## config.mk

```make
export PLATFORM = sky130hd
export DESIGN_NAME = qarma_loader_flat
export DESIGN_NICKNAME = d
export VERILOG_FILES = /design/src/rtl/qarma_loader_pkg.sv /design/src/rtl/qarma_loader_if.sv /design/src/rtl/qarma_word_shifter.sv /design/src/rtl/qarma_loader.sv /design/src/flat_wrapper.sv
export SDC_FILE = /design/constraint.sdc
export NUM_CORES = 1
export LEC_CHECK = 0
export BUFFER_PORTS_ARGS = -buffer_cell sky130_fd_sc_hd__buf_2
export CORE_UTILIZATION = 30
export CTS_BUF_LIST = sky130_fd_sc_hd__clkbuf_16
export DETAILED_ROUTE_END_ITERATION = 6
export GPL_TIMING_DRIVEN = 0
export HOLD_SLACK_MARGIN = 0.15
export PLACE_DENSITY = 0.48
export SLEW_MARGIN = 20
export SYNTH_ARGS = -nofsm -noshare
export SYNTH_HDL_FRONTEND = slang
export SYNTH_SLANG_ARGS = --single-unit
```

## constraint.sdc

```tcl
create_clock -name clk -period 3.5 [get_ports clk]
set_clock_uncertainty 0.15 [all_clocks]
set_input_delay 0.7 -clock clk [delete_from_list [all_inputs] [get_ports clk]]
set_output_delay 0.7 -clock clk [all_outputs]
set_load 0.01 [all_outputs]
```

## src/rtl/qarma_loader_pkg.sv

```systemverilog
// Shared types and constants for the QARMA operand loader: FSM states,
// per-operand word bases within the 20-word load sequence, and block width.
package qarma_loader_pkg;

  typedef enum logic [1:0] {
    ST_LOAD    = 2'd0,
    ST_SETTLE  = 2'd1,
    ST_PRESENT = 2'd2
  } state_t;

  localparam int BLOCK_W = 128;

  localparam logic [4:0] P_BASE    = 5'd0;
  localparam logic [4:0] T0_BASE   = 5'd4;
  localparam logic [4:0] T1_BASE   = 5'd8;
  localparam logic [4:0] K0_BASE   = 5'd12;
  localparam logic [4:0] K1_BASE   = 5'd16;
  localparam logic [4:0] LAST_WORD = 5'd19;

  // True when word index idx belongs to the four-word operand starting at base.
  function automatic logic in_operand(input logic [4:0] idx, input logic [4:0] base);
    return (idx >= base) && (idx <= base + 5'd3);
  endfunction

endpackage

```

## src/rtl/qarma_loader_if.sv

```systemverilog
// Word stream in, held operand set out: the loader is the slave, the
// upstream source / cipher-side consumer pair is the master.
interface qarma_loader_if;
  import qarma_loader_pkg::*;

  logic               s_valid;
  logic               s_ready;
  logic [31:0]        s_data;
  logic               s_enc;
  logic               s_abort;
  logic               enc;
  logic [BLOCK_W-1:0] P;
  logic [BLOCK_W-1:0] T0;
  logic [BLOCK_W-1:0] T1;
  logic [BLOCK_W-1:0] K0;
  logic [BLOCK_W-1:0] K1;
  logic               op_valid;
  logic               op_ack;

  modport master (
    output s_valid, s_data, s_enc, s_abort, op_ack,
    input  s_ready, enc, P, T0, T1, K0, K1, op_valid
  );

  modport slave (
    input  s_valid, s_data, s_enc, s_abort, op_ack,
    output s_ready, enc, P, T0, T1, K0, K1, op_valid
  );

endinterface

```

## src/rtl/qarma_word_shifter.sv

```systemverilog
// One 128-bit operand register filled one 32-bit word at a time; word 0 of
// the operand lands in the most significant slot.
module qarma_word_shifter
  import qarma_loader_pkg::*;
#(
  parameter int WORD_W = 32
) (
  input  logic               clk,
  input  logic               rst,
  input  logic               we,
  input  logic [1:0]         idx,
  input  logic [WORD_W-1:0]  din,
  output logic [BLOCK_W-1:0] q
);

  always_ff @(posedge clk) begin
    if (rst) begin
      q <= '0;
    end else if (we) begin
      case (idx)
        2'd0:    q[BLOCK_W-1 -: WORD_W]            <= din;
        2'd1:    q[BLOCK_W-1-WORD_W -: WORD_W]     <= din;
        2'd2:    q[BLOCK_W-1-2*WORD_W -: WORD_W]   <= din;
        default: q[WORD_W-1:0]                     <= din;
      endcase
    end
  end

endmodule

```

## src/rtl/qarma_loader.sv

```systemverilog
// Collects 20 words into the P/T0/T1/K0/K1 operand set, waits for the cipher
// core's combinational path to settle, then holds the set until acknowledged.
module qarma_loader
  import qarma_loader_pkg::*;
#(
  parameter int WORD_W        = 32,
  parameter int SETTLE_CYCLES = 4
) (
  input  logic           clk,
  input  logic           rst,
  qarma_loader_if.slave  bus
);

  state_t     state;
  logic [4:0] word_cnt;
  logic [3:0] settle_cnt;
  logic       enc_q;
  logic       s_ready_q;
  logic       op_valid_q;
  logic       accept;

  // Abort wins over a coincident word, so it masks acceptance outright.
  assign accept = s_ready_q && bus.s_valid && !bus.s_abort;

  always_ff @(posedge clk) begin
    if (rst) begin
      state      <= ST_LOAD;
      word_cnt   <= '0;
      settle_cnt <= '0;
      enc_q      <= 1'b0;
      s_ready_q  <= 1'b1;
      op_valid_q <= 1'b0;
    end else begin
      case (state)
        ST_LOAD: begin
          if (bus.s_abort) begin
            word_cnt <= '0;
          end else if (accept) begin
            if (word_cnt == P_BASE) begin
              enc_q <= bus.s_enc;
            end
            if (word_cnt == LAST_WORD) begin
              word_cnt   <= '0;
              settle_cnt <= 4'(SETTLE_CYCLES);
              s_ready_q  <= 1'b0;
              state      <= ST_SETTLE;
            end else begin
              word_cnt <= word_cnt + 5'd1;
            end
          end
        end
        ST_SETTLE: begin
          if (settle_cnt == 4'd0) begin
            op_valid_q <= 1'b1;
            state      <= ST_PRESENT;
          end else begin
            settle_cnt <= settle_cnt - 4'd1;
          end
        end
        ST_PRESENT: begin
          if (bus.op_ack) begin
            op_valid_q <= 1'b0;
            s_ready_q  <= 1'b1;
            state      <= ST_LOAD;
          end
        end
        default: begin
          state      <= ST_LOAD;
          word_cnt   <= '0;
          s_ready_q  <= 1'b1;
          op_valid_q <= 1'b0;
        end
      endcase
    end
  end

  assign bus.s_ready  = s_ready_q;
  assign bus.op_valid = op_valid_q;
  assign bus.enc      = enc_q;

  qarma_word_shifter #(.WORD_W(WORD_W)) u_p (
    .clk(clk), .rst(rst), .we(accept && in_operand(word_cnt, P_BASE)),
    .idx(word_cnt[1:0]), .din(bus.s_data), .q(bus.P)
  );

  qarma_word_shifter #(.WORD_W(WORD_W)) u_t0 (
    .clk(clk), .rst(rst), .we(accept && in_operand(word_cnt, T0_BASE)),
    .idx(word_cnt[1:0]), .din(bus.s_data), .q(bus.T0)
  );

  qarma_word_shifter #(.WORD_W(WORD_W)) u_t1 (
    .clk(clk), .rst(rst), .we(accept && in_operand(word_cnt, T1_BASE)),
    .idx(word_cnt[1:0]), .din(bus.s_data), .q(bus.T1)
  );

  qarma_word_shifter #(.WORD_W(WORD_W)) u_k0 (
    .clk(clk), .rst(rst), .we(accept && in_operand(word_cnt, K0_BASE)),
    .idx(word_cnt[1:0]), .din(bus.s_data), .q(bus.K0)
  );

  qarma_word_shifter #(.WORD_W(WORD_W)) u_k1 (
    .clk(clk), .rst(rst), .we(accept && in_operand(word_cnt, K1_BASE)),
    .idx(word_cnt[1:0]), .din(bus.s_data), .q(bus.K1)
  );

endmodule

```

## src/flat_wrapper.sv

```systemverilog
// flat-port wrapper written by rule: the top's interface ports become plain ports
module qarma_loader_flat import qarma_loader_pkg::*;
#(
  parameter int WORD_W        = 32,
  parameter int SETTLE_CYCLES = 4
)
  (clk, rst, bus_s_valid, bus_s_data, bus_s_enc, bus_s_abort, bus_op_ack, bus_s_ready, bus_enc, bus_P, bus_T0, bus_T1, bus_K0, bus_K1, bus_op_valid);
  qarma_loader_if bus_i ();
  input  logic clk;
  input  logic rst;
  input wire logic [$bits(bus_i.s_valid)-1:0] bus_s_valid;
  input wire logic [$bits(bus_i.s_data)-1:0] bus_s_data;
  input wire logic [$bits(bus_i.s_enc)-1:0] bus_s_enc;
  input wire logic [$bits(bus_i.s_abort)-1:0] bus_s_abort;
  input wire logic [$bits(bus_i.op_ack)-1:0] bus_op_ack;
  output wire logic [$bits(bus_i.s_ready)-1:0] bus_s_ready;
  output wire logic [$bits(bus_i.enc)-1:0] bus_enc;
  output wire logic [$bits(bus_i.P)-1:0] bus_P;
  output wire logic [$bits(bus_i.T0)-1:0] bus_T0;
  output wire logic [$bits(bus_i.T1)-1:0] bus_T1;
  output wire logic [$bits(bus_i.K0)-1:0] bus_K0;
  output wire logic [$bits(bus_i.K1)-1:0] bus_K1;
  output wire logic [$bits(bus_i.op_valid)-1:0] bus_op_valid;
  assign bus_i.s_valid = bus_s_valid;
  assign bus_i.s_data = bus_s_data;
  assign bus_i.s_enc = bus_s_enc;
  assign bus_i.s_abort = bus_s_abort;
  assign bus_i.op_ack = bus_op_ack;
  assign bus_s_ready = bus_i.s_ready;
  assign bus_enc = bus_i.enc;
  assign bus_P = bus_i.P;
  assign bus_T0 = bus_i.T0;
  assign bus_T1 = bus_i.T1;
  assign bus_K0 = bus_i.K0;
  assign bus_K1 = bus_i.K1;
  assign bus_op_valid = bus_i.op_valid;
  qarma_loader #(.WORD_W(WORD_W), .SETTLE_CYCLES(SETTLE_CYCLES)) u_core (.clk(clk), .rst(rst), .bus(bus_i));
endmodule
```

==> out/results.txt <==
status: completed
gpl congestion: 0.835
Crit Reg-Reg Endpoint: u_core.u_k0.q[60]
Cell Chain, Critical Path: ha_1 -> and3_1 -> ha_1 -> buf_1 -> o2111ai_1 -> clkbuf_1 -> nand2_1 -> a21oi_1
P&R area growth vs syn: 30.1%
Syn Nets: 2795
H-tree levels: 3
final worst path period need: 3.23 ns
Routed Wire Length: 106000 um
Worst Path Required: 3.90 ns
Mean Syn Cell Area: 8.57 sq um
Hold Fails Final Rpt: 0
RSZ-0062 raised after global routing: no
RR Startpoint: u_core.word_cnt[0]
number of setup violations in the final report: 0
Synth Flop Type: dfxtp_1
Critical path buffers and inverters: 2
fin crit share: 92.4%
layout cells sized above 1: 24.6%
Starting Density: 30.4%
CP startpoint kind: flop
Clk pwr share: 48.2%
register area share after synthesis: 55.6%
n_diodes: 0
die width: 282 um
FF-to-FF path depth: 8
post-route setup TNS: 0 ns
library cells used by synthesis: 44
sequential power share: 44.8%
die area: 0.0796 sq mm
EDFF count, synth: 0
Slew Limit Fails: 0
IO Pins: 681
worst vdd ir: 0.000350 V
critical path type: flop to flop
total CTS buffers: 77
Post-Place Cells: 4434
wire length of the first global-routing pass: 147000 um
r2r setup slk: 0.27 ns
Leak: 14.6 nW
CTS sink cnt: 654
Critical Path Max Stage Delay: 0.89 ns
Slew @ Worst Pin: 1.11 ns
vias in the first global route: 20106
crit end category: flop
fin worst setup slack: 0.267 ns
CP delay by family, top: compound AO/OA/AOI/OAI gates
Hold Crit Start: u_core.u_t0.q[75]
total number of vias: 21485
Synth Register Bits: 654
port bufs: 647
fin cells: 4574
Antenna Nets Post-Route: 0
combinational share of power: 7.0%
crit path DAT: 3.63 ns
Post-synth ARST share: 0%
CTS tree: built
Internal Power: 12.6 mW
Cell Area, Synth: 0.0236 sq mm
total power draw: 16.9 mW
hpwl dp: 79100 um
DP Worst Slack: -0.0179 ns
largest net degree at the start of global routing: 13
Worst Hold Depth: 2
CORE AREA: 0.0776 sq mm
Resize count post-CTS: 0
clock root cell: clkbuf_16
DRT iter0 DRCs: 1233
CP max FO: 10
P per Cell Area: 553 mW/mm^2
worst hold-check path type: flop to flop
Syn. warnings: 0
Max Freq: 309 MHz
worst skew pair latency: 0.62 ns
CTS clk-pin slew, worst paths: 0.06 ns
NetSw: 4.38 mW
Core Rows: 102
cell mode on critical path: ha_1
drt wl/cell: 23.2 um
initial antenna violation count: 5
gr usage total: 25.6%
Sw Share: 25.9%
MaxCap Viol Count: 0
Residual DRC: 0
nets: 3522
grt total ovfl: 0
1st-pass router iterations: 5
Die Height: 282 um
slew margin rel.: 26.2%
Max Buffers Root-to-Sink: 3
Post-Synthesis Cells: 2747
slowest CP cell: o2111ai_1
Worst Hold Path EP: u_core.u_t0.q[75]
Via density: 4.70
==> worst max path at each step <==
stage,cells past startpoint,to,startpoint
after floorplan,8,u_core.u_k0.q[20],u_core.word_cnt[0]
after global placement,5,u_core.u_k1.q[60],rst
after detailed placement,5,u_core.u_k1.q[6],rst
after CTS,8,u_core.u_k0.q[60],u_core.word_cnt[0]
after global routing,8,u_core.u_k0.q[37],u_core.word_cnt[0]
final,8,u_core.u_k0.q[60],u_core.word_cnt[0]
==> metrics by stage <==
stage | area [sq um] | hold WS, ns | util (%)
after floorplan | 23600 | 0.325 | -
after global placement | 28100 | 0.288 | 36.2
after detailed placement | 28100 | 0.291 | 36.2
after global routing | 30700 | 0.313 | 39.5
after CTS | 30700 | 0.291 | 39.5
final | 30700 | 0.294 | 39.5
==> what timing repair did <==
action	CTS	global route
hold endpoints to repair	1	0
hold buffers	1	0
buffers inserted	0	0
==> kinds of logic after synthesis <==
| family | share of synthesized area [%] |
|---|---|
| muxes | 9.61 |
| buffers and inverters | 5.14 |
| DFF | 55.6 |
| adders and majority gates | 0.531 |
| AOI/OAI and AO/OA | 9.91 |
| and+or+nand+nor | 19.2 |
==> layout make-up <==
class                           instances  area, sq um
Fill cell                            8277        46900
Sequential cell                       654        13100
Multi-Input combinational cell       1828         9250
Timing Repair Buffer                  648         3250
Clock buffer                           77         1930
Tap cell                             1040         1300
Buffer                                257         1180
Clock inverter                         62          622
Inverter                                8         30.0
==> placed cells by master, fill, tap and decap left out, types with 3 or more instances in the layout <==
| master | count |
|---|---|
| nand2_1 | 844 |
| nand4_2 | 4 |
| nor2_1 | 232 |
| a221oi_1 | 3 |
| nand2b_1 | 4 |
| clkbuf_1 | 148 |
| clkbuf_2 | 3 |
| and2_1 | 3 |
| a31oi_1 | 3 |
| clkinv_1 | 14 |
| nand3_1 | 7 |
| inv_1 | 28 |
| ha_1 | 10 |
| buf_2 | 718 |
| bufinv_16 | 9 |
| buf_4 | 34 |
| dfxtp_1 | 654 |
| o2111a_1 | 4 |
| nor2b_1 | 6 |
| and3_1 | 3 |
| o2111ai_1 | 4 |
| and4_1 | 9 |
| nand4_1 | 12 |
| mux2i_1 | 225 |
| a21o_1 | 3 |
| clkinv_16 | 3 |
| a21oi_1 | 424 |
| clkinv_2 | 9 |
| clkbuf_16 | 77 |
==> tightest hold or removal path: stages, from the launching register on <==
cell	delay (ns)
dfxtp_1	0.30
nand2_1	0.05
a21oi_1	0.05
==> power by group through the flow <==
stage          registers [mW]  logic, mW  clock network (mW)
2_1_floorplan            7.78      0.656                   0
3_3_place_gp             7.76       1.20                   0
3_5_place_dp             7.76       1.20                   0
4_1_cts                  7.59       1.20                8.29
5_1_grt                  7.61       1.29                8.58
6_report                 7.60       1.18                8.17
==> flip-flops by register name (all words and copies together) (netlist names), 2 cells and up <==
| name | flops |
|---|---|
| u_core.u_k0.q | 128 |
| u_core.u_k1.q | 128 |
| u_core.u_p.q | 128 |
| u_core.u_t0.q | 128 |
| u_core.u_t1.q | 128 |
| u_core.word_cnt | 5 |
| u_core.settle_cnt | 4 |
| u_core.state | 2 |
==> Yosys cell counts (6+ instances only) <==
| master | instances | area (sq um) |
|---|---|---|
| a21oi_1 | 424 | 2120 |
| and4_1 | 9 | 78.8 |
| buf_2 | 71 | 355 |
| buf_4 | 34 | 255 |
| clkbuf_1 | 151 | 567 |
| dfxtp_1 | 654 | 13100 |
| ha_1 | 10 | 125 |
| inv_1 | 8 | 30.0 |
| mux2i_1 | 225 | 2250 |
| nand2_1 | 844 | 3170 |
| nand3_1 | 7 | 35.0 |
| nand4_1 | 12 | 75.1 |
| nor2_1 | 232 | 871 |
| nor2b_1 | 6 | 37.5 |
==> routing by layer <==
metal  vias to the layer above  track usage, %  wire length, um
met5                         -               0               38
met4                         6            8.12             3240
met3                       152            8.25             9010
met2                       713            43.9            51300
met1                     10217            30.0            42500
li1                      10397               -                -
No activity file was read; power rests on OpenSTA's default activity.
